**config.mk**
```make
export PLATFORM = sky130hd
export DESIGN_NAME = user_proj_counter_array
export DESIGN_NICKNAME = d
export VERILOG_FILES = /design/src/rtl/user_proj_counter_array.sv
export SDC_FILE = /design/constraint.sdc
export NUM_CORES = 1
export LEC_CHECK = 0
export ABC_CLOCK_PERIOD_IN_PS = 5400
export BUFFER_PORTS_ARGS = -buffer_cell sky130_fd_sc_hd__buf_4
export CAP_MARGIN = 10
export CORE_AREA = 2 2 236 238
export CTS_CLUSTER_DIAMETER = 60
export DETAILED_ROUTE_END_ITERATION = 10
export DIE_AREA = 0 0 238 240
export PLACE_DENSITY = 0.5
export RECOVER_POWER = 100
export SLEW_MARGIN = 20
export SYNTH_ARGS = -nofsm -noshare
export SYNTH_HDL_FRONTEND = slang
export SYNTH_SLANG_ARGS = --single-unit
```
**constraint.sdc**
```tcl
create_clock -name wb_clk_i -period 5.4 [get_ports wb_clk_i]
set_input_delay 0 -clock wb_clk_i [delete_from_list [all_inputs] [get_ports wb_clk_i]]
set_output_delay 0 -clock wb_clk_i [all_outputs]
set_load 0.005 [all_outputs]
```
**src/rtl/user_proj_counter_array.sv**
```systemverilog
// Bank of NUM_CH Wishbone-programmable counters with LA pause, IO toggles and a shared irq.
// Latency: registered Wishbone ack and read data one cycle after the request; done/io_out on the match edge, irq one cycle later.
// Backpressure: the slave never stalls; at most one ack every two cycles, and the master holds stb until ack.
//
// Ports: wb_clk_i/wb_rst_i (async active-high), wbs_* Wishbone classic slave,
//        la_data_in/la_oenb (per-channel pause on bit 32+ch), la_data_out (channel 0 COUNT),
//        io_in (unused), io_out (per-channel terminal-count toggle), io_oeb, irq[0] (done & ie).
// Optional feature macro: USER_PROJ_CNT_PRESCALE_EN adds a global 8-bit PRESCALE register at 0xF0.
module user_proj_counter_array #(
    parameter int          NUM_CH    = 4,
    parameter int          CNT_W     = 16,
    parameter logic [31:0] BASE_ADDR = 32'h3000_0000
) (
    input  logic         wb_clk_i,
    input  logic         wb_rst_i,
    input  logic         wbs_cyc_i,
    input  logic         wbs_stb_i,
    input  logic         wbs_we_i,
    input  logic [3:0]   wbs_sel_i,
    input  logic [31:0]  wbs_adr_i,
    input  logic [31:0]  wbs_dat_i,
    output logic         wbs_ack_o,
    output logic [31:0]  wbs_dat_o,
    input  logic [127:0] la_data_in,
    input  logic [127:0] la_oenb,
    output logic [127:0] la_data_out,
    input  logic [37:0]  io_in,
    output logic [37:0]  io_out,
    output logic [37:0]  io_oeb,
    output logic [2:0]   irq
);

    localparam logic [37:0] OEB_VAL = ~((38'd1 << NUM_CH) - 38'd1);

    logic       req;
    logic       wr;
    logic [3:0] ch_sel;
    logic [1:0] reg_sel;
    logic       tick;
    logic       unused_inputs;

    // Slot 15 is never a channel, so 16-entry views let ch_sel index directly;
    // entries at or above NUM_CH are tied to zero and therefore read back 0.
    logic [15:0]            en_vec;
    logic [15:0]            os_vec;
    logic [15:0]            ie_vec;
    logic [15:0]            done_vec;
    logic [15:0][CNT_W-1:0] cnt_vec;
    logic [15:0][CNT_W-1:0] lim_vec;
    logic [NUM_CH-1:0]      tog_vec;
    logic [NUM_CH-1:0]      pause;
    logic [31:0]            rdata;

    assign req     = wbs_cyc_i & wbs_stb_i & (wbs_adr_i[31:8] == BASE_ADDR[31:8]) & ~wbs_ack_o;
    assign wr      = req & wbs_we_i;
    assign ch_sel  = wbs_adr_i[7:4];
    assign reg_sel = wbs_adr_i[3:2];
    assign pause   = ~la_oenb[32 +: NUM_CH] & la_data_in[32 +: NUM_CH];

    assign unused_inputs = &{1'b0, io_in, la_data_in, la_oenb};

    // Byte-lane merge of write data into an existing CNT_W-bit register.
    function automatic logic [CNT_W-1:0] merge_bytes(input logic [CNT_W-1:0] old_val);
        logic [31:0] w;
        w = 32'(old_val);
        for (int b = 0; b < 4; b++) begin
            if (wbs_sel_i[b]) w[8*b +: 8] = wbs_dat_i[8*b +: 8];
        end
        return w[CNT_W-1:0];
    endfunction

    for (genvar i = 0; i < 16; i++) begin : g_ch
        if (i < NUM_CH) begin : g_live
            logic [CNT_W-1:0] cnt_q;
            logic [CNT_W-1:0] lim_q;
            logic             en_q, os_q, ie_q, done_q, tog_q;
            logic             wr_ch, adv, match;

            assign wr_ch = wr & (ch_sel == 4'(i));
            assign adv   = en_q & ~pause[i] & tick;
            assign match = (cnt_q == lim_q);

            // Later assignments win: Wishbone writes to COUNT/CTRL override the
            // counter update, and a match-set of done overrides a same-cycle W1C.
            always_ff @(posedge wb_clk_i or posedge wb_rst_i) begin
                if (wb_rst_i) begin
                    cnt_q  <= '0;
                    lim_q  <= '1;
                    en_q   <= 1'b0;
                    os_q   <= 1'b0;
                    ie_q   <= 1'b0;
                    done_q <= 1'b0;
                    tog_q  <= 1'b0;
                end else begin
                    if (wr_ch && reg_sel == 2'd3 && wbs_sel_i[0] && wbs_dat_i[0]) done_q <= 1'b0;
                    if (adv) begin
                        if (match) begin
                            done_q <= 1'b1;
                            tog_q  <= ~tog_q;
                            if (os_q) en_q  <= 1'b0;
                            else      cnt_q <= '0;
                        end else begin
                            cnt_q <= cnt_q + CNT_W'(1);
                        end
                    end
                    if (wr_ch && reg_sel == 2'd0 && wbs_sel_i[0]) begin
                        en_q <= wbs_dat_i[0];
                        os_q <= wbs_dat_i[1];
                        ie_q <= wbs_dat_i[2];
                    end
                    if (wr_ch && reg_sel == 2'd1) cnt_q <= merge_bytes(cnt_q);
                    if (wr_ch && reg_sel == 2'd2) lim_q <= merge_bytes(lim_q);
                end
            end

            assign en_vec[i]   = en_q;
            assign os_vec[i]   = os_q;
            assign ie_vec[i]   = ie_q;
            assign done_vec[i] = done_q;
            assign cnt_vec[i]  = cnt_q;
            assign lim_vec[i]  = lim_q;
            assign tog_vec[i]  = tog_q;
        end else begin : g_pad
            assign en_vec[i]   = 1'b0;
            assign os_vec[i]   = 1'b0;
            assign ie_vec[i]   = 1'b0;
            assign done_vec[i] = 1'b0;
            assign cnt_vec[i]  = '0;
            assign lim_vec[i]  = '0;
        end
    end

`ifdef USER_PROJ_CNT_PRESCALE_EN
    logic [7:0] prescale_q;
    logic [7:0] div_q;

    assign tick = (div_q == prescale_q);

    always_ff @(posedge wb_clk_i or posedge wb_rst_i) begin
        if (wb_rst_i) begin
            prescale_q <= 8'd0;
            div_q      <= 8'd0;
        end else if (wr && wbs_adr_i[7:0] == 8'hF0 && wbs_sel_i[0]) begin
            prescale_q <= wbs_dat_i[7:0];
            div_q      <= 8'd0;
        end else begin
            div_q <= tick ? 8'd0 : div_q + 8'd1;
        end
    end
`else
    assign tick = 1'b1;
`endif

    always_comb begin
        rdata = '0;
        if (wbs_adr_i[7:0] == 8'hF0) begin
`ifdef USER_PROJ_CNT_PRESCALE_EN
            rdata = {24'd0, prescale_q};
`endif
        end else begin
            case (reg_sel)
                2'd0:    rdata = {29'd0, ie_vec[ch_sel], os_vec[ch_sel], en_vec[ch_sel]};
                2'd1:    rdata = 32'(cnt_vec[ch_sel]);
                2'd2:    rdata = 32'(lim_vec[ch_sel]);
                default: rdata = {31'd0, done_vec[ch_sel]};
            endcase
        end
    end

    always_ff @(posedge wb_clk_i or posedge wb_rst_i) begin
        if (wb_rst_i) begin
            wbs_ack_o <= 1'b0;
            wbs_dat_o <= 32'd0;
            irq       <= 3'd0;
        end else begin
            wbs_ack_o <= req;
            wbs_dat_o <= (req & ~wbs_we_i) ? rdata : 32'd0;
            irq       <= {2'b00, |(done_vec & ie_vec)};
        end
    end

    assign la_data_out = 128'(cnt_vec[0]);
    assign io_out      = 38'(tog_vec);
    assign io_oeb      = OEB_VAL;

endmodule

```
Word-level counts from Yosys, hierarchy flattened
Index checks and enable logic that the tools add are counted.
Widths: inputs -> output; s select.
{ "op_classes": {"addsub": 4, "magnitude_cmp": 1, "n_eq_ne": 24, "muxes": 61, "bitwise_logic": 26, "reduce_logical": 71} }
{ "op_table": {"columns": ["cell", "count"], "rows": [
  ["$mux 16", 19],
  ["$bmux 16 s4", 2],
  ["$add 16x1->16 const B", 4],
  ["$eq 16x16->1", 4],
  ["$pmux 16 s3", 1],
  ["$reduce_and 3->1", 12],
  ["$mux 1", 32],
  ["$mux 32", 1],
  ["$reduce_bool 2->1", 16],
  ["$logic_and 1x1->1", 28],
  ["$eq 24x22->1 const B", 1],
  ["$reduce_and 2->1", 12],
  ["$bmux 1 s4", 4],
  ["$mux 8", 2],
  ["$ne 2x2->1 const B", 8],
  ["$reduce_or 16->1", 1],
  ["$and 1x1->1", 13],
  ["$ne 3x2->1 const B", 4],
  ["$not 1->1", 10],
  ["$and 4x4->4", 2],
  ["$eq 4x2->1 const B", 2],
  ["$eq 8x8->1 const B", 1],
  ["$lt 4x5->1 const B", 1],
  ["$eq 2x2->1 const B", 2],
  ["5 further kinds", 5]
]} }
{ "word_totals": {"reg_bits": 182, "input_bits": 367, "output_inout_bits": 240, "wordCells": 226} }

Longest topological paths before layout
{ "depth": {"word_depth": 11, "mapped_depth": 9, "depth_no_buf": 7} }

Worst setup path after synthesis
No wires, ideal clock.
{ "synth_path": {"path_kind": "register -> register", "start": "reg wbs_ack_o", "end": "reg g_ch[0].g_live.cnt_q[0]", "setup_ns": 0.125, "arrival_ns": 2.155, "required_time_ns": 5.275, "path_slack_ns": 3.120, "path_stages_with_launch": 9, "path_buffers": 2, "synth_period_minus_slack_ns": 2.280, "path_cell_list": "dfrtp_1 > nor4_1 > nand4_1 > buf_2 > or3_1 > o211a_1 > clkbuf_1 > nor2_4 > mux2_2"} }
{ "synth_via": {"elab_chain_cells": 7, "elab_cells_between_ends": 10, "classes_between": "eq/ne: 2; mux: 1; bitwise: 4; reduce/logical: 3"} }
{ "synth_lines": {"columns": ["item", "line", "rtl"], "rows": [
  ["from (decl)", "22", "output logic wbs_ack_o,"],
  ["from (signal assigned)", "176", "wbs_ack_o <= req;"],
  ["$not 1->1 (*)", "54", "assign req = wbs_cyc_i & wbs_stb_i & (wbs_adr_i[31:8] == BASE_ADDR[31:8]) & ~wbs_ack_o;"],
  ["$and 1x1->1 (*)", "54", null],
  ["$and 1x1->1 (*)", "55", "assign wr = req & wbs_we_i;"],
  ["$and 1x1->1 (*)", "79", "assign wr_ch = wr & (ch_sel == 4'(i));"],
  ["$logic_and 1x1->1 (*)", "111", "if (wr_ch && reg_sel == 2'd1) cnt_q <= merge_bytes(cnt_q);"],
  ["$ne 3x2->1 (no source line) (tied with other cells)", null, null],
  ["$reduce_and 3->1 (no source line)", null, null],
  ["to (signal assigned)", "103", "cnt_q <= cnt_q + CNT_W'(1);"],
  ["to (signal assigned)", "111", null],
  ["to (decl)", "74", "logic [CNT_W-1:0] cnt_q;"]
]} }
Mark *: on every way between the ends. The rest lies on a longest branch, timed or not.
A chain may end at the register's enable or synchronous reset.

Final worst setup path
{ "layout_path": {"start": "reg wbs_ack_o", "end": "reg g_ch[0].g_live.cnt_q[1]"} }
Same word-level chain as after synthesis.

==> report_table.html <==
<table>
<tr><th>Metric</th><th>Value</th></tr>
<tr><th colspan="2">Global route</th></tr>
<tr><td>Number of global-route vias before repair</td><td>8,322</td></tr>
<tr><td>Initial antenna violation count</td><td>2</td></tr>
<tr><td>Global-route wire length before repair</td><td>about 55,000 um</td></tr>
<tr><td>Overflow left after global routing</td><td>0</td></tr>
<tr><td>Pin count of the biggest net entering global routing</td><td>between 90 and 100</td></tr>
<tr><td>Aggregate global-route resource usage</td><td>roughly 13%</td></tr>
<tr><th colspan="2">Cells and area</th></tr>
<tr><td>Share of cells above drive strength 1</td><td>between 20% and 30%</td></tr>
<tr><td>Signed area change from the synthesized netlist to the final layout</td><td>10.5%</td></tr>
<tr><td>Fin util</td><td>23.8%</td></tr>
<tr><td>Number of nets in the layout</td><td>approximately 1.6k</td></tr>
<tr><td>Final antenna diode count</td><td>0</td></tr>
<tr><th colspan="2">Clock tree</th></tr>
<tr><td>Library cell used as clock root buffer</td><td>clkbuf_16</td></tr>
<tr><td>TritonCTS sink count</td><td>around 170</td></tr>
<tr><td>Clock insertion delay at the later pin of the skew report</td><td>roughly 0.44 ns</td></tr>
<tr><td>TritonCTS clock tree</td><td>yes</td></tr>
<tr><td>Clock tree buffer depth</td><td>2</td></tr>
<tr><td>Post-CTS sizing</td><td>0</td></tr>
<tr><td>Clk slew on worst S/H paths</td><td>around 0.06 ns</td></tr>
<tr><td>Clock buffer count from CTS</td><td>17</td></tr>
<tr><td>Number of levels in the clock H-tree</td><td>4</td></tr>
<tr><td>Post-CTS setup buffer count</td><td>0</td></tr>
<tr><th colspan="2">Worst hold path</th></tr>
<tr><td>Worst hold path cell count</td><td>4</td></tr>
<tr><td>Worst Hold Path EP</td><td>g_ch[2].g_live.done_q$_DFF_PP0_</td></tr>
<tr><td>Hold Crit Start</td><td>la_data_in[34]</td></tr>
<tr><td>Worst min path class</td><td>primary input to register</td></tr>
<tr><th colspan="2">Worst setup path</th></tr>
<tr><td>Number of buffer and inverter instances along the worst setup path</td><td>0</td></tr>
<tr><td>Worst r2r path cells</td><td>6</td></tr>
<tr><td>Critical path data required time</td><td>5.72 ns</td></tr>
<tr><td>Critical path arrival</td><td>around 4.3 ns</td></tr>
<tr><td>R2R Path End</td><td>g_ch[0].g_live.cnt_q[1]$_DFFE_PP0P_</td></tr>
<tr><td>Element type at the critical path end</td><td>register</td></tr>
<tr><td>Worst R2R Start</td><td>wbs_ack_o$_DFF_PP0_</td></tr>
<tr><td>Largest stage delay, worst path</td><td>between 1 and 1.5 ns</td></tr>
<tr><td>Type of the setup path with the least slack</td><td>register to register</td></tr>
<tr><td>Highest-delay cell along the critical path</td><td>nor3b_1</td></tr>
<tr><td>Critical path, cell by cell</td><td>nor4_1 &gt; nand4_1 &gt; nor3b_1 &gt; and3_1 &gt; nor2_1 &gt; mux2_2</td></tr>
<tr><td>R2R setup slack</td><td>1.41 ns</td></tr>
<tr><td>Critical path fanouts, max</td><td>12</td></tr>
<tr><td>Dominant delay contributor by cell family on the critical path</td><td>simple AND/OR/NAND/NOR gates</td></tr>
<tr><td>Startpoint class of the critical path</td><td>register</td></tr>
<tr><th colspan="2">Synth</th></tr>
<tr><td>Most frequent cell after synthesis</td><td>buf_4</td></tr>
<tr><td>Main synth FF type</td><td>dfrtp_1</td></tr>
<tr><td>Share of the synthesized area in the top cell type</td><td>roughly 22%</td></tr>
<tr><td>Leading post-synthesis cells by instance count</td><td>buf_4, dfrtp_1, mux2_2</td></tr>
<tr><td>Number of flip-flops and latches in the synthesized netlist</td><td>around 170</td></tr>
<tr><td>Share of async-settable or async-resettable flops after synthesis</td><td>100%</td></tr>
<tr><td>Gate count of the mapped netlist</td><td>1,131</td></tr>
<tr><td>Area contributors post-synth</td><td>dfrtp_1, dfstp_2, buf_4</td></tr>
<tr><td>Sequential cell area fraction in the yosys report</td><td>36.0%</td></tr>
<tr><td>Synth area leader</td><td>dfrtp_1</td></tr>
<tr><td>Number of distinct library cells after synthesis</td><td>between 60 and 70</td></tr>
<tr><td>Mean Syn Cell Area</td><td>between 10 and 15 um2</td></tr>
<tr><td>Post-synth design cell area</td><td>around 0.012 mm2</td></tr>
<tr><td>Yosys warning total</td><td>0</td></tr>
<tr><td>Number of enable flip-flop cells after synthesis</td><td>0</td></tr>
<tr><th colspan="2">Timing</th></tr>
<tr><td>Crit share post-route</td><td>between 70% and 80%</td></tr>
<tr><td>Achievable clock frequency</td><td>between 200 and 300 MHz</td></tr>
<tr><td>Clock Skew</td><td>roughly 0.015 ns</td></tr>
<tr><td>Minimum clock period</td><td>between 3 and 4 ns</td></tr>
<tr><td>Setup violators final</td><td>0</td></tr>
<tr><td>Number of max-slew violations in the final report</td><td>between 70 and 80</td></tr>
<tr><td>Tightest slew margin relative to the limit</td><td>-46.6%</td></tr>
<tr><td>Final sum of negative setup slack</td><td>0 ns</td></tr>
<tr><td>Final count of hold timing violations</td><td>0</td></tr>
<tr><td>Least-Margin Pin Slew</td><td>between 2 and 2.5 ns</td></tr>
<tr><td>RSZ-0062 raised after global routing</td><td>no</td></tr>
<tr><th colspan="2">Detailed routing</th></tr>
<tr><td>Remaining number of nets flagged by the antenna check after routing</td><td>0</td></tr>
<tr><td>Routed vias/inst</td><td>roughly 4.6</td></tr>
<tr><td>Violation count after the first detailed-routing iteration</td><td>728</td></tr>
<tr><td>1st-pass router iterations</td><td>5</td></tr>
<tr><td>Average detailed-routed wire length per instance</td><td>19.1 um</td></tr>
<tr><td>Number of remaining DRC errors</td><td>0</td></tr>
<tr><td>Number of vias after detailed routing</td><td>between 8k and 9k</td></tr>
<tr><td>Post-detailed-routing wire length</td><td>approximately 37,000 um</td></tr>
<tr><th colspan="2">Die</th></tr>
<tr><td>Starting density of the core</td><td>a little over a fifth</td></tr>
<tr><td>Die span in y</td><td>~240 um</td></tr>
<tr><td>Die span in x</td><td>238 um</td></tr>
<tr><td>DIE AREA</td><td>roughly 0.057 mm2</td></tr>
<tr><td>Core Box Area</td><td>0.0547 mm2</td></tr>
<tr><td>Total I/O pin count</td><td>607</td></tr>
<tr><td>Num rows</td><td>86</td></tr>
<tr><th colspan="2">Status</th></tr>
<tr><td>Failing checks</td><td>capacitance limit, slew limit</td></tr>
<tr><td>Result of the run</td><td>finished, violations left</td></tr>
<tr><th colspan="2">Power and ir drop</th></tr>
<tr><td>Static Leak</td><td>roughly 5.7 nW</td></tr>
<tr><td>Highest ir drop seen on vdd</td><td>~0.21 mV</td></tr>
<tr><td>Pwr dens</td><td>216 mW/mm2</td></tr>
<tr><td>Total power after layout</td><td>around 2.8 mW</td></tr>
<tr><th colspan="2">Job</th></tr>
<tr><td>Max Cap Viol</td><td>2</td></tr>
<tr><th colspan="2">Placement</th></tr>
<tr><td>Quantity of I/O buffers inserted on ports</td><td>just under 100</td></tr>
<tr><td>Estimated wirelength of the detail-placed design</td><td>between 20,000 and 30,000 um</td></tr>
<tr><td>Weighted congestion reported at the end of routability-driven placement</td><td>0.829</td></tr>
</table>
-- worst max path at each step --
| stage | from | to | slack (ns) | depth (start not counted) |
|---|---|---|---|---|
| 3_3_place_gp | wbs_ack_o$_DFF_PP0_ | g_ch[1].g_live.cnt_q[1]$_DFFE_PP0P_ | 1.93 | 7 |
| 3_5_place_dp | wbs_ack_o$_DFF_PP0_ | g_ch[1].g_live.cnt_q[1]$_DFFE_PP0P_ | 1.89 | 7 |
| 6_report | wbs_ack_o$_DFF_PP0_ | g_ch[0].g_live.cnt_q[1]$_DFFE_PP0P_ | 1.41 | 6 |
| 4_1_cts | wbs_ack_o$_DFF_PP0_ | g_ch[1].g_live.cnt_q[1]$_DFFE_PP0P_ | 1.86 | 7 |
| 2_1_floorplan | wb_rst_i | g_ch[0].g_live.cnt_q[0]$_DFFE_PP0P_ | 1.02 | 1 |
| 5_1_grt | wbs_ack_o$_DFF_PP0_ | g_ch[2].g_live.cnt_q[11]$_DFFE_PP0P_ | 1.28 | 6 |
-- placed cells by master, fill, tap and decap left out, drive strengths merged, types with 9 or more instances in the layout --
cell and instances:
a22o 15, a22oi 50, and3 19, and4 9
buf 68, clkbuf 61, conb 202, dfrtp 102
dfstp 64, dlygate4sd3 23, inv 14, mux2 83
mux4 37, nand2 67, nand3 18, nand4 13
nor2 67, nor2b 11, nor3 18, nor4 29
o21ai 15, o22ai 28, o2bb2ai 69, xor2 68
-- repair_timing --
item	CTS	global route
endpoints found under the hold margin	190	0
endpoints found under the setup margin	0	0
hold buffers	23	0
-- state kept, by name, summed over array words and instances, names as in the netlist --
signal and count:
g_ch.g_live.tog_q 4, irq 1, g_ch.g_live.done_q 4, g_ch.g_live.ie_q 4, g_ch.g_live.os_q 4, g_ch.g_live.lim_q 64, wbs_dat_o 16, g_ch.g_live.en_q 4
wbs_ack_o 1, g_ch.g_live.cnt_q 64
-- final cells by class --
type	instances	area, um2
fillers	5903	41700
flip-flops and latches	166	4230
multi-input cells	890	6350
inverters	14	57.6
well taps	704	881
clock buffers	21	440
clock inverters	10	83.8
repair buffers	131	936
-- routing by layer --
metal	vias to the layer above	part of all wire, %	track usage [%]
met5	-	0	0
met4	0	1.2	2.42
met3	30	5.6	2.12
met2	398	46	20.2
met1	4463	47	18.2
li1	3946	-	-
-- where the power goes --
part	total, mW	internal (mW)	leakage (nW)	switching [mW]
clock network	1.14	0.627	0.258	0.513
logic	0.329	0.132	3.43	0.197
registers	1.33	1.27	2.05	0.0574
total	2.80	2.03	5.73	0.768
-- through the flow --
step	setup slack, ns	std cells	hold slack, ns	instance area, um2
2_1_floorplan	1.02	1331	0.133	12500
3_3_place_gp	1.93	1882	0.267	12400
3_5_place_dp	1.89	1882	0.278	12400
4_1_cts	1.86	1936	0.00249	13200
5_1_grt	1.28	1936	0.0492	13000
6_report	1.41	1936	0.00640	13000
-- worst register-to-register path, delay by kind of cell, from the launching register on --
| kind | cells | cell delay, ns |
|---|---|---|
| flops | 1 | 0.40 |
| mux | 1 | 0.33 |
| simple gates | 5 | 3.14 |
-- logic make-up (layout without fill, tap and decap cells) --
| kind of cell | after synthesis | after routing | synth area share (%) |
|---|---|---|---|
| XOR/XNOR | 68 | 68 | 5.07 |
| AO/OA/AOI/OAI | 211 | 211 | 13.9 |
| flip-flops | 166 | 166 | 36.0 |
| buffers and inverters | 275 | 176 | 15.7 |
| adder cells (fa/ha/maj) | 4 | 4 | 0.426 |
| other | 2 | 202 | 0.0639 |
| multiplexers | 122 | 122 | 15.2 |
| AND/OR/NAND/NOR | 283 | 283 | 13.6 |
(Power assumes the default switching activity.)
